`src/rtl/apb_cmd_master.sv`:
```
// APB4 requester: one command at a time over valid/ready, SETUP/ACCESS transfer, one-cycle response pulse.
// Optional access timeout is built only when APB_TIMEOUT_EN is defined.
module apb_cmd_master #(
    parameter int ADDR_W         = 32,
    parameter int DATA_W         = 32,
    parameter int TIMEOUT_CYCLES = 16
) (
    input  logic                pclk,
    input  logic                preset,
    input  logic                cmd_valid,
    output logic                cmd_ready,
    input  logic                cmd_write,
    input  logic [ADDR_W-1:0]   cmd_addr,
    input  logic [DATA_W-1:0]   cmd_wdata,
    input  logic [DATA_W/8-1:0] cmd_strb,
    output logic                rsp_valid,
    output logic [DATA_W-1:0]   rsp_rdata,
    output logic                rsp_slverr,
    output logic                rsp_timeout,
    output logic                psel,
    output logic                penable,
    output logic                pwrite,
    output logic [ADDR_W-1:0]   paddr,
    output logic [DATA_W-1:0]   pwdata,
    output logic [DATA_W/8-1:0] pstrb,
    input  logic [DATA_W-1:0]   prdata,
    input  logic                pready,
    input  logic                pslverr
);
    localparam int STRB_W = DATA_W / 8;

    if ((DATA_W % 8) != 0 || TIMEOUT_CYCLES < 2) begin : g_bad_param
        $error("apb_cmd_master: DATA_W must be a multiple of 8 and TIMEOUT_CYCLES at least 2");
    end

    typedef enum logic [1:0] {
        ST_IDLE   = 2'd0,
        ST_SETUP  = 2'd1,
        ST_ACCESS = 2'd2
    } state_t;

    state_t              r_state;
    state_t              w_state_nxt;
    logic                w_complete;
    logic                w_abort;
    logic                w_ready;
    logic                w_accept;
    logic                w_psel;
    logic                w_penable;
    logic                r_pwrite;
    logic [ADDR_W-1:0]   r_paddr;
    logic [DATA_W-1:0]   r_pwdata;
    logic [STRB_W-1:0]   r_pstrb;
    logic                r_rsp_valid;
    logic [DATA_W-1:0]   r_rsp_rdata;
    logic                r_rsp_slverr;

    // cmd_ready is combinational from pready so a new command can follow with no idle cycle
    assign w_complete = (r_state == ST_ACCESS) & pready;
    assign w_ready    = (r_state == ST_IDLE) | w_complete;
    assign w_accept   = cmd_valid & w_ready;

`ifdef APB_TIMEOUT_EN
    localparam int CNT_W = $clog2(TIMEOUT_CYCLES + 1);
    logic [CNT_W-1:0] r_cnt;
    logic             r_rsp_timeout;

    // Count is zero on every ACCESS entry; the limit is reached in the cycle that would make it TIMEOUT_CYCLES
    assign w_abort = (r_state == ST_ACCESS) & ~pready & (r_cnt == CNT_W'(TIMEOUT_CYCLES - 1));

    always_ff @(posedge pclk) begin
        if (preset || r_state != ST_ACCESS) begin
            r_cnt <= '0;
        end else if (!pready) begin
            r_cnt <= r_cnt + 1'b1;
        end
    end

    always_ff @(posedge pclk) begin
        if (preset) begin
            r_rsp_timeout <= 1'b0;
        end else if (w_complete) begin
            r_rsp_timeout <= 1'b0;
        end else if (w_abort) begin
            r_rsp_timeout <= 1'b1;
        end
    end

    assign rsp_timeout = r_rsp_timeout;
`else
    assign w_abort     = 1'b0;
    assign rsp_timeout = 1'b0;
`endif

    always_ff @(posedge pclk) begin
        if (preset) begin
            r_state <= ST_IDLE;
        end else begin
            r_state <= w_state_nxt;
        end
    end

    always_comb begin
        w_state_nxt = r_state;
        case (r_state)
            ST_IDLE:   if (w_accept) w_state_nxt = ST_SETUP;
            ST_SETUP:  w_state_nxt = ST_ACCESS;
            ST_ACCESS: begin
                if (w_complete) begin
                    w_state_nxt = w_accept ? ST_SETUP : ST_IDLE;
                end else if (w_abort) begin
                    w_state_nxt = ST_IDLE;
                end
            end
            default:   w_state_nxt = ST_IDLE;
        endcase
    end

    always_comb begin
        w_psel    = 1'b0;
        w_penable = 1'b0;
        case (r_state)
            ST_SETUP:  w_psel = 1'b1;
            ST_ACCESS: begin
                w_psel    = 1'b1;
                w_penable = 1'b1;
            end
            default:   ;
        endcase
    end

    // Bus fields load only on accept, so they hold through the transfer and keep their values in IDLE
    always_ff @(posedge pclk) begin
        if (preset) begin
            r_pwrite <= 1'b0;
            r_paddr  <= '0;
            r_pwdata <= '0;
            r_pstrb  <= '0;
        end else if (w_accept) begin
            r_pwrite <= cmd_write;
            r_paddr  <= cmd_addr;
            r_pwdata <= cmd_write ? cmd_wdata : '0;
            r_pstrb  <= cmd_write ? cmd_strb : '0;
        end
    end

    always_ff @(posedge pclk) begin
        if (preset) begin
            r_rsp_valid  <= 1'b0;
            r_rsp_rdata  <= '0;
            r_rsp_slverr <= 1'b0;
        end else begin
            r_rsp_valid <= w_complete | w_abort;
            if (w_complete) begin
                r_rsp_rdata  <= r_pwrite ? '0 : prdata;
                r_rsp_slverr <= pslverr;
            end else if (w_abort) begin
                r_rsp_rdata  <= '0;
                r_rsp_slverr <= 1'b1;
            end
        end
    end

    assign cmd_ready  = w_ready;
    assign psel       = w_psel;
    assign penable    = w_penable;
    assign pwrite     = r_pwrite;
    assign paddr      = r_paddr;
    assign pwdata     = r_pwdata;
    assign pstrb      = r_pstrb;
    assign rsp_valid  = r_rsp_valid;
    assign rsp_rdata  = r_rsp_rdata;
    assign rsp_slverr = r_rsp_slverr;

endmodule

```
`config.mk`:
```
export PLATFORM = sky130hd
export DESIGN_NAME = apb_cmd_master
export DESIGN_NICKNAME = d
export VERILOG_FILES = /design/src/rtl/apb_cmd_master.sv
export SDC_FILE = /design/constraint.sdc
export NUM_CORES = 1
export LEC_CHECK = 0
export ABC_AREA = 1
export CORE_ASPECT_RATIO = 1.25
export CORE_MARGIN = 2
export CORE_UTILIZATION = 43
export CTS_BUF_LIST = sky130_fd_sc_hd__clkbuf_16
export CTS_CLUSTER_DIAMETER = 80
export CTS_CLUSTER_SIZE = 30
export DETAILED_ROUTE_END_ITERATION = 8
export GPL_TIMING_DRIVEN = 0
export PLACE_DENSITY = 0.87
export SKIP_LAST_GASP = 1
export SLEW_MARGIN = 20
export SYNTH_ARGS = -nofsm -noshare
export SYNTH_HDL_FRONTEND = slang
export SYNTH_SLANG_ARGS = --single-unit
```
`constraint.sdc`:
```
create_clock -name pclk -period 2.8 [get_ports pclk]
set_input_delay 0.56 -clock pclk [delete_from_list [all_inputs] [get_ports pclk]]
set_output_delay 0.56 -clock pclk [all_outputs]
set_load 0.1 [all_outputs]
```
[Word level (Yosys, flattened, before mapping)]
Index checks and enable logic that the tools add are counted.
Word-level totals
  bits in registers: 105
  bits of input ports: 106
  output and inout bits: 107
  logic and storage cells: 27
Operators by class
  equal/unequal tests: 4
  multiplexer cells: 9
  bitwise operators: 3
  reductions and logical operators: 3
Operator list (count)
  2-to-1 mux 32 bit: 2
  one-hot mux 2 bit (3 select lines): 1
  2-to-1 mux 2 bit: 2
  2-to-1 mux 4 bit: 1
  != test 2 bit, second input constant: 2
  2-to-1 mux 1 bit: 3
  AND 1 bit: 2
  == test 2 x 1 -> 1 bit, second input constant: 1
  == test 2 bit, second input constant: 1
  logical NOT 2 bit: 1
  AND reduction 2 bit: 1
  OR reduction 2 bit: 1
  bitwise OR 1 bit: 1

[Logic depth before layout (Yosys ltp)]
Gate-level depths: netlist of the first run.
  depth after elaboration: 7
  mapped depth: 9
  depth with buffers taken out: 7

[Worst setup path before layout of the first run]
OpenSTA, ideal clock, no wires.
  path kind: reg2out
  start point: reg r_state[0]
  end point: out cmd_ready
  arrival time: 2.061 ns
  data required time: 2.240 ns
  path slack: 0.179 ns
  stages on the path, launching flop included: 6
  path buffers: 1
  path through: dfxtp_1 inv_1 ha_1 nand2_4 nand2_4 buf_2
Between the ends
  cells in the longest elaborated chain, start to end: 3
  elaborated cells on any way between the ends: 4
  those cells by class: 1 x eq/ne; 2 x bitwise; 1 x reduce/logical
Ends and longest elaborated chain
  start: declaration: RTL line 42  | state_t r_state;
  start signal: assignment: RTL line 99  | r_state <= w_state_nxt;
  == test 2 bit: RTL line 59  | assign w_complete = (r_state == ST_ACCESS) & pready;
  AND 1 bit: RTL line 59
  bitwise OR 1 bit (*): RTL line 60  | assign w_ready = (r_state == ST_IDLE) | w_complete;
  end: declaration: RTL line 11  | output logic cmd_ready,
Mark *: on every way between the ends. The rest lies on a longest branch, timed or not.

[Worst setup path in the final report of the first run]
  start point: in pready
  end point: out cmd_ready
Between the ends
  cells in the longest elaborated chain, start to end: 2
Ends and longest elaborated chain
  start: declaration: RTL line 27  | input logic pready,
  AND 1 bit: RTL line 59
  bitwise OR 1 bit: RTL line 60
Every way passes these cells.

==> results.py, run 1 <==
metrics = {
    "outcome": {
        "outcome": "completed",
    },
    "finish": {
        "nets": 850,
        "drive_above_1_share": 0.0577,
        "syn_to_final_growth_pct": 61.7,
        "num_antenna_cells": 0,
    },
    "floorplan": {
        "die_h_um": 113,
        "dieArea_sq_um": 10400,
        "rows": 39,
        "ios": 213,
        "fp.dieW_um": 91.4,
        "initial_core_util": 0.445,
        "core_sq_um": 9220,
    },
    "hold_path": {
        "min_path_type": "register to register",
        "worst_hold_path.endpoint": "pstrb[2]",
        "min_path_cells": 2,
        "hp-start": "pstrb[2]",
    },
    "flow_run": {
        "maxCapViolCount": 0,
    },
    "logic_synthesis": {
        "syn_avg_cell_area_sq_um": 7.91,
        "yosysMostFrequentCell": "nand2_1",
        "syn_nets": 629,
        "ys_warn_count": 0,
        "postSynthCellCount": 519,
        "synth_area_leader_cell": "dfxtp_1",
        "synth_flop_cell": "dfxtp_1",
        "seq_area_frac_synth": 0.512,
        "synthArstFlopShare": 0,
        "synth-edff-count": 0,
        "synth_common_cells": "nand2_1, dfxtp_1, nor2_1, o21ai_0, a21oi_1",
        "synth.area.top_cells": "dfxtp_1, nand2_1, o21ai_0",
        "ys_seq_elements": 105,
        "yosys.area.top_type_share": 0.512,
        "syn_area_sq_um": 4110,
        "synth_cell_types": 19,
    },
    "route": {
        "dr.pass1.iters": 4,
        "wl_mm": 12.5,
        "initialDrtViolationCount": 185,
        "viasPerCell": 4.95,
        "remaining_drc_errors": 0,
        "wire_per_inst_um": 14.5,
        "ant_nets": 0,
        "vias": 4300,
    },
    "sta": {
        "setup_viol": 0,
        "report.final.slew_viol_count": 0,
        "period_share": 0.956,
        "fin_crit_ns": 2.68,
        "slew_headroom": 0.309,
        "skew_ns": 0.00481,
        "rsz0062_at_grt": "no",
        "max_freq_ghz": 0.373,
        "tightest_slew_ns": 1.03,
        "setup_tns_ns": 0,
        "finalHoldViolCount": 0,
    },
    "setup_path": {
        "worst_ep_arrival_time_ns": 2.12,
        "cp_slowest_cell": "clkdlybuf4s15_2",
        "cp_max_fo": 10,
        "path_delay_family": "buffers and inverters",
        "start_kind": "input pin",
        "crit_buf_inv": 3,
        "r2r_start": "r_state[0]",
        "timing_worst_setup_path_type": "input pin to output pin",
        "critPathCaptureType": "output pin",
        "r2r_setup_slack_ns": 1.06,
        "max_stage_delay_ns": 0.58,
        "cp_common_cell": "nand2_4",
        "required_ns": 2.24,
        "path_cells": "clkdlybuf4s50_1 -> nand2_4 -> nand2_4 -> buf_2 -> clkdlybuf4s15_2",
        "r2r_cells": 7,
        "crit_start": "pready",
        "r2r_end": "rsp_rdata[7]",
    },
    "grt": {
        "track_usage": 0.243,
        "grt-ovfl-total": 0,
        "grt_pass1_vias": 4388,
        "antenna_found_initial": 0,
        "grt_max_degree": 16,
        "grt_first_pass_wirelength_mm": 20.3,
    },
    "pwr": {
        "power_density_nw_per_um2": 708,
        "p_leak_nw": 2.60,
        "finalPower_mw": 4.70,
        "ir_drop_mv": 0.387,
    },
    "clocking": {
        "holdBufCountCts": 0,
        "clk_pin_slew_ns": 0.06,
        "clock_sinks": 105,
        "clk_latency_ns": 0.34,
        "cts_buffers": 9,
        "ctsHtreeMaxLevel": 3,
        "root_buffer": "clkbuf_16",
        "cts_resized": 5,
        "cts.path.max_buffers": 2,
        "post_cts_buffers": 0,
        "cts_tree": "yes",
    },
    "placed_design": {
        "io_buffers": 210,
        "place.gp.congestion": 0.784,
        "hpwl_mm": 9.69,
    },
}
-- layer usage --
metal,routed length [um],GRT usage,up-vias
met3,1060,0.0866,22
met2,6440,0.438,168
li1,-,-,2138
met1,4760,0.255,1972
met4,292,0.0980,0
met5,0,0,-
-- power by group --
part           switching [mW]  internal [mW]
clock                   0.517          0.677
sequential             0.0662           1.62
combinational            1.33          0.496
total                    1.91           2.79
-- flip-flops by register name (all words and copies together) (netlist names) --
signal      count
pstrb           4
rsp_valid       1
pwrite          1
pwdata         32
rsp_slverr      1
r_state         2
rsp_rdata      32
paddr          32
-- worst register-to-register path, cell delays in order, from the launching register on --
cell and delay (ns):
dfxtp_1 0.38, inv_1 0.08, ha_1 0.27, nand2_4 0.17, inv_1 0.08, nand2_1 0.17
clkbuf_1 0.32, o21ai_0 0.14
-- worst max path at each step --
| stage | cells past startpoint | end |
|---|---|---|
| after floorplan | 5 | cmd_ready |
| after global placement | 5 | cmd_ready |
| after detailed placement | 5 | cmd_ready |
| after CTS | 5 | cmd_ready |
| after global routing | 6 | cmd_ready |
| final | 5 | cmd_ready |
-- cells by family (layout without fill, tap and decap cells) --
group | count (synthesis) | count (layout) | share of synthesized area
adder cells (fa/ha/maj) | 4 | 4 | 0.0122
AND/OR/NAND/NOR | 249 | 249 | 0.275
AO/OA/AOI/OAI | 107 | 107 | 0.133
buffers and inverters | 53 | 279 | 0.0670
other | 1 | 1 | 0.000913
flip-flops | 105 | 105 | 0.512
-- cells in the final DEF, fill, tap and decap left out --
master           netlist  layout
ha_1                   4       4
buf_4                  5       5
clkdlybuf4s50_1        0     207
clkbuf_1              16      16
dlygate4sd2_1          0       2
nor2_1                68      68
a21oi_4                1       1
buf_2                 13      13
clkbuf_16              0       9
buf_1                  1       1
nand2_4                2       2
buf_6                  5       5
clkdlybuf4s15_2        0       1
nand2_2                1       1
clkinv_1               0       1
dfxtp_1              105     105
a21oi_1               39      39
inv_1                 10      13
bufinv_16              0       1
nand2_1              109     109
conb_1                 1       1
clkinv_2               0       2
nand3b_1              36      36
o21ai_0               67      67
nand3_1               33      33
clkbuf_2               3       3
-- per-stage QoR --
step | util | instance area [sq um] | setup slack [ns] | hold WS, ns | std cells
finish | 0.720 | 6640 | 0.122 | 0.461 | 868
global route | 0.720 | 6640 | 0.00584 | 0.478 | 868
CTS | 0.720 | 6640 | 0.109 | 0.463 | 868
detailed placement | 0.690 | 6360 | -0.461 | 0.455 | 852
global placement | 0.690 | 6360 | -0.460 | 0.447 | 852
floorplan | - | 4110 | 0.179 | 0.480 | 519
-- area by class of cell --
type | instances | area [sq um]
Buffer | 43 | 238
Inverter | 10 | 37.5
Timing Repair Buffer | 210 | 2100
Multi-Input combinational cell | 361 | 1730
Fill cell | 692 | 2580
Clock inverter | 7 | 55.1
Tap cell | 123 | 154
Clock buffer | 9 | 225
Sequential cell | 105 | 2100
Power figures use the tool's default switching activity.
==> inputs of run 2 (changes only) <==
Settings changed: SKIP_CTS_REPAIR_TIMING from default to 1.
==> run 2 against run 1 <==
Net effect:
- die area stayed put
- clock skew up 0.0047 ns
- final area hardly changed
- clock-buffer cell count unchanged
- worst hold slack about the same
- sequential power about the same
- highest routed layer unchanged
- maximum frequency rose by 3.9%
- global-route usage is the same
==> results.py, run 2 (same netlist as run 1, synthesis figures left out) <==
metrics = {
    "clocking": {
        "clk_latency_ns": 0.34,
        "root_buffer": "clkbuf_16",
        "cts_buffers": 9,
        "clk_pin_slew_ns": 0.07,
        "cts_tree": "yes",
        "cts.path.max_buffers": 2,
        "clock_sinks": 105,
        "ctsHtreeMaxLevel": 3,
    },
    "placed_design": {
        "place.gp.congestion": 0.784,
        "io_buffers": 210,
        "dp.cells": 852,
        "hpwl_mm": 9.69,
    },
    "sta": {
        "skew_ns": 0.00948,
        "setup_viol": 0,
        "slew_headroom": 0.312,
        "max_freq_ghz": 0.388,
        "rsz0062_at_grt": "no",
        "setup_tns_ns": 0,
        "fin_crit_ns": 2.58,
        "tightest_slew_ns": 1.03,
        "finalHoldViolCount": 0,
        "hold-worst-slack_ns": 0.461,
        "period_share": 0.921,
        "report.final.slew_viol_count": 0,
    },
    "floorplan": {
        "fp.dieW_um": 91.4,
        "die_h_um": 113,
        "core_sq_um": 9220,
        "initial_core_util": 0.445,
        "rows": 39,
        "dieArea_sq_um": 10400,
        "ios": 213,
    },
    "finish": {
        "final_common_cell": "clkdlybuf4s50_1",
        "fin_cells": 868,
        "multiInputGateArea_sq_um": 1730,
        "drive_above_1_share": 0.0577,
        "nets": 850,
        "fillers": 690,
        "ff_latch_area_sq_um": 2100,
        "fin_util": 0.720,
        "final_cell_mix": "clkdlybuf4s50_1, nand2_1, dfxtp_1",
        "syn_to_final_growth_pct": 61.8,
        "num_antenna_cells": 0,
    },
    "pwr": {
        "ir_drop_mv": 0.387,
        "p_leak_nw": 2.62,
        "power_density_nw_per_um2": 707,
    },
    "grt": {
        "grt_first_pass_wirelength_mm": 20.3,
        "antenna_found_initial": 0,
        "grt_max_degree": 16,
        "grt_pass1_vias": 4388,
        "grt-ovfl-total": 0,
        "track_usage": 0.243,
    },
    "setup_path": {
        "start_kind": "input pin",
        "timing_worst_setup_path_type": "input pin to output pin",
        "required_ns": 2.24,
        "critPathCaptureType": "output pin",
        "r2r_cells": 7,
        "r2r_start": "r_state[0]",
        "r2r_end": "rsp_rdata[7]",
        "r2r_setup_slack_ns": 1.06,
        "worst_ep_arrival_time_ns": 2.02,
        "cp_max_fo": 10,
    },
    "hold_path": {
        "hp-start": "pstrb[2]",
        "min_path_cells": 2,
        "min_path_type": "register to register",
        "worst_hold_path.endpoint": "pstrb[2]",
    },
    "route": {
        "wire_per_inst_um": 14.4,
        "viasPerCell": 4.97,
        "wl_mm": 12.5,
        "vias": 4318,
        "dr.pass1.iters": 5,
        "remaining_drc_errors": 0,
        "initialDrtViolationCount": 185,
        "ant_nets": 0,
    },
    "flow_run": {
        "maxCapViolCount": 0,
    },
    "outcome": {
        "outcome": "completed",
    },
}
## run 2: changes by cell type in the layout (fill, tap and decap cells not counted)
cell / before / now
clkbuf_2: 3 / 4
clkdlybuf4s15_2: 1 / 0
dlygate4sd2_1: 2 / 0
dlymetal6s2s_1: 0 / 2
## run 2: report_power, final
part | internal, mW | switching [mW] | leakage, nW | total [mW]
sequential | 1.62 | 0.0660 | 0.858 | 1.68
clock | 0.677 | 0.513 | 0.150 | 1.19
combinational | 0.498 | 1.33 | 1.61 | 1.82
total | 2.79 | 1.91 | 2.62 | 4.70
## run 2: how the worst max path moves through the flow
stage                          start         to  slack, ns  cells past startpoint
after floorplan           r_state[0]  cmd_ready       0.18                      5
after global placement        pready  cmd_ready      -0.46                      5
after detailed placement      pready  cmd_ready      -0.46                      5
after CTS                     pready  cmd_ready      -0.47                      5
after global routing      r_state[0]  cmd_ready       0.10                      6
final                         pready  cmd_ready       0.22                      5
## run 2: worst max-delay path: stages
cell	delay [ns]
clkdlybuf4s50_1	0.52
nand2_4	0.12
nand2_4	0.11
buf_2	0.21
clkbuf_2	0.49
## run 2: final cells by class
class	instances	area share
Sequential cell	105	0.316
Timing Repair Buffer	210	0.316
Multi-Input combinational cell	361	0.260
Buffer	43	0.0358
Clock buffer	9	0.0339
Tap cell	123	0.0232
Clock inverter	7	0.00829
Inverter	10	0.00565
## run 2: per-layer routing
metal	GRT usage	up-vias	wire length, um
met5	0	-	0
met4	0.0980	0	321
met3	0.0866	26	1070
met2	0.438	180	6400
met1	0.255	1977	4690
li1	-	2135	-
## run 2: per-stage QoR
stage               power [mW]  cell area [sq um]  setup slack (ns)
floorplan                 3.03               4110             0.179
global placement          3.51               6360            -0.460
detailed placement        3.54               6360            -0.461
CTS                       4.73               6640            -0.472
global route              4.89               6640             0.104
finish                    4.70               6640             0.221
==> edit 1: new RTL, settings of run 2 <==
`ADDR_W`: 32 -> 48.
--- a/src/rtl/apb_cmd_master.sv
+++ b/src/rtl/apb_cmd_master.sv
@@ -2,5 +2,5 @@
 // Optional access timeout is built only when APB_TIMEOUT_EN is defined.
 module apb_cmd_master #(
-    parameter int ADDR_W         = 32,
+    parameter int ADDR_W         = 48,
     parameter int DATA_W         = 32,
     parameter int TIMEOUT_CYCLES = 16
Ports: changed (resized cmd_addr and paddr); port bits go from 213 to 245. The function was not compared with the original's and may differ.
==> edit 1 against run 2 <==
Sequential cell count increased by 16. Routed wire length is 21% higher. Total power rose by 32%. Synthesized cell count rose by 13%. Area after synthesis grew 13%. Design area rose by 17%. Worst setup slack worse by 0.050 ns. Cell count rose by 15%. Critical endpoint unchanged. Largest power group unchanged. Highest routed layer unchanged.
==> edit 1: results (changes against run 2) <==
Global Route Usage Sum: 24.99% (was 24.28%)
Mapped Nets: 715 (was 629)
Min Clock Period, post-route: 2.628 ns (was 2.579 ns)
Placer Congestion: 0.9274 (was 0.7843)
List of most frequent post-synthesis cells: dfxtp_1, nand2_1, nor2_1, o21ai_0, a21oi_1 (was nand2_1, dfxtp_1, nor2_1, o21ai_0, a21oi_1)
Wire per inst: 15.15 um (was 14.39 um)
Worst Clk Skew: 0.008623 ns (was 0.009479 ns)
Largest net degree at the start of global routing: 17 (was 16)
CTS buffer count: 17 (was 9)
VDD IR max: 0.0004329 V (was 0.0003871 V)
Detailed Route Iter0 Violations: 265 (was 185)
Vias in the first global route: 4,891 (was 4,388)
First-pass GRT wire length: 23,350 um (was 20,290 um)
Clock latency on the worst-skew pair: 0.40 ns (was 0.34 ns)
Seq/Total Area, Yosys: 52.10% (was 51.19%)
Clock transition at path regs: 0.05 ns (was 0.07 ns)
Critical path arrival: 2.07 ns (was 2.02 ns)
P_leak: 3.076 nW (was 2.618 nW)
Nets: 976 (was 850)
DR pass1 iterations: 5 (unchanged)
Number of H-tree levels: 4 (was 3)
Largest cells by area after synthesis: dfxtp_1, nand2_1, nor2_1 (was dfxtp_1, nand2_1, o21ai_0)
DP Wirelength: 11,430 um (was 9688 um)
Synth Flop Type: dfxtp_1 (unchanged)
Max-slew headroom: 31.24% (was 31.20%)
Fraction of the mapped netlist area in adder cells: 1.076% (was 1.219%)
Reg-to-reg slack, setup: 0.96 ns (was 1.06 ns)
Status: complete, no violations (unchanged)
IO buf count: 242 (was 210)
Via count: 5,004 (was 4,318)
edit 1: cell types whose count changed after synthesis, sizes merged:
cell,run 2,this run
dfxtp,105,121
buf,24,20
nor2,68,100
o21ai,67,83
clkbuf,19,29
edit 1: cell families after synthesis:
| logic type | count (synthesis) |
|---|---|
| other | 1 |
| and+or+nand+nor | 281 |
| buffers and inverters | 59 |
| AOI/OAI and AO/OA | 123 |
| DFF | 121 |
| adders and majority gates | 4 |
edit 1: path summary, 6_finish.rpt:
| path | from | end | depth (start not counted) |
|---|---|---|---|
| setup / recovery | pready | cmd_ready | 5 |
| hold / removal | pwdata[31] | pwdata[31] | 2 |
| setup reg to reg | r_state[0] | paddr[11] | 8 |
| hold reg to reg | pwdata[31] | pwdata[31] | 2 |
edit 1: final cells by class:
cell class	instances	area (um2)
buffer	49	265.3
tap	132	165.2
fill	783	2779
clock buffer	17	425.4
clock inverter	15	121.4
timing repair buffer	242	2422
sequential	121	2422
inverter	10	37.54
multi-input combinational	409	1924
edit 1: where the power goes:
group          leakage [nW]  switching, mW  internal, mW
Sequential            0.991         0.0800          1.88
Combinational          1.80           1.63         0.595
Clock                 0.283          0.723          1.28
edit 1: critical path, stage by stage:
cell and delay (ns):
clkdlybuf4s50_1 0.54, nand2_4 0.13, nand2_2 0.12, buf_2 0.23, clkbuf_2 0.49
edit 1: layer usage:
layer / share of wire (%) / track usage [%] / vias up
li1: - / - / 2448
met1: 37 / 25.58 / 2296
met2: 52 / 45.79 / 213
met3: 7.4 / 7.746 / 47
met4: 4.1 / 12.50 / 0
met5: 0 / 0 / -
edit 1: per-stage QoR:
| step | std cells | TNS, ns | setup WS, ns | util, % |
|---|---|---|---|---|
| 2_1_floorplan | 589 | 0 | 0.1852 | - |
| 3_5_place_dp | 963 | -0.5089 | -0.5089 | 68.51 |
| 6_report | 995 | 0 | 0.1716 | 73.69 |
| 4_1_cts | 995 | -0.6723 | -0.5311 | 73.69 |
| 3_3_place_gp | 963 | -0.4892 | -0.4892 | 68.51 |
| 5_1_grt | 995 | 0 | 0.07996 | 73.69 |
==> edit 2: new RTL, settings of run 2 <==
Without the edit above. The 3 states of `state_t` get a one-hot encoding in 3 bits.
--- a/src/rtl/apb_cmd_master.sv
+++ b/src/rtl/apb_cmd_master.sv
@@ -34,8 +34,8 @@
     end
 
-    typedef enum logic [1:0] {
-        ST_IDLE   = 2'd0,
-        ST_SETUP  = 2'd1,
-        ST_ACCESS = 2'd2
+    typedef enum logic [2:0] {
+        ST_IDLE   = 3'b001,
+        ST_SETUP  = 3'b010,
+        ST_ACCESS = 3'b100
     } state_t;
 
Behaviour: same outputs for any inputs over 10 cycles, from zero or initial values and one cycle with preset high; not proved beyond that.
==> edit 2 against run 2 <==
Design area rose by 15%. Clock skew fell by 0.00080 ns. First-iteration DRC count fell by 26%. Non-clock buffer count is 3 higher. Die area increased by 23%. Area after synthesis rose by 24%. Total power down 9.9%. Sequential cell count grew 1. Combinational power down 28%. Routed wire length up 12%. Cell count rose by 6.2%. Worst setup slack worse by 0.12 ns. Critical path type unchanged. Highest routed layer unchanged.
==> edit 2: results (changes against run 2) <==
Status: complete, no violations (unchanged)
Routed length on met2: 7322 um (was 6403 um)
Area after DPL: 0.007352 mm2 (was 0.006362 mm2)
Final non-filler cell total: 922 (was 868)
Routed WL: 14,030 um (was 12,490 um)
DP Wirelength: 10,900 um (was 9688 um)
Via count: 4,555 (was 4,318)
Min-Delay Startpoint: rsp_slverr (was pstrb[2])
Seq/Total Area, Yosys: 41.71% (was 51.19%)
Worst min path class: reg -> reg (unchanged)
Met1 Track Usage GR: 23.98% (was 25.53%)
Placer Congestion: 0.8311 (was 0.7843)
IO buf count: 209 (was 210)
Final hold slack: 0.4701 ns (was 0.4612 ns)
Cells after Synth: 559 (was 519)
Met3 usage: 4.772% (was 8.655%)
Sw power: 1.523 mW (was 1.905 mW)
Max-slew headroom: 29.67% (was 31.20%)
Worst r2r dst: pwdata[26] (was rsp_rdata[7])
CTS buffer count: 9 (unchanged)
Nets: 885 (was 850)
Wl on met1: 5404 um (was 4694 um)
Unique masters post-synth: 23 (was 19)
Critical path arrival: 2.13 ns (was 2.02 ns)
First-pass GRT wire length: 22,290 um (was 20,290 um)
Fraction of the mapped netlist area in adder cells: 0% (was 1.219%)
P_leak: 3.235 nW (was 2.618 nW)
Global Route Usage Sum: 21.78% (was 24.28%)
Hold Path End: rsp_slverr (was pstrb[2])
VDD IR max: 0.0003065 V (was 0.0003871 V)
Vias in the first global route: 4,655 (was 4,388)
DR WL met3: 904 um (was 1073 um)
Layout cell share with drive strength beyond 1: 24.23% (was 5.772%)
Largest net degree at the start of global routing: 19 (was 16)
Detailed Route Iter0 Violations: 136 (was 185)
R2R Path Start: r_state[0] (unchanged)
Post-Place Worst Slack: -0.5800 ns (was -0.4608 ns)
Mapped Nets: 665 (was 629)
Largest cells by area after synthesis: dfxtp_1, nand2_4, a21oi_2 (was dfxtp_1, nand2_1, o21ai_0)
Reg-to-reg slack, setup: 1.34 ns (was 1.06 ns)
List of most frequent post-synthesis cells: dfxtp_1, nand3_1, nand2_1, nand2_4, a21oi_2 (was nand2_1, dfxtp_1, nor2_1, o21ai_0, a21oi_1)
Placed cells: 906 (was 852)
edit 2: final cells by class:
type,count,area (um2)
Fill cell,926,3908
Multi-Input combinational cell,362,2466
Sequential cell,106,2122
Timing Repair Buffer,209,2092
Buffer,47,334.1
Clock buffer,9,225.2
Tap cell,138,172.7
Inverter,44,165.2
Clock inverter,7,76.32
edit 2: kinds of logic (layout without fill, tap and decap cells):
family	Yosys count	count (layout)
AO/OA/AOI/OAI	105	105
buffers and inverters	91	316
flip-flops	106	106
other	1	1
AND/OR/NAND/NOR	256	256
edit 2: power groups by stage:
stage          clock network, mW  logic (mW)  registers, mW
6_report                    1.28        1.31           1.64
5_1_grt                     1.37        1.37           1.65
4_1_cts                     1.32        1.32           1.64
3_5_place_dp                   0        1.32           1.68
3_3_place_gp                   0        1.30           1.67
2_1_floorplan                  0       0.510           2.11
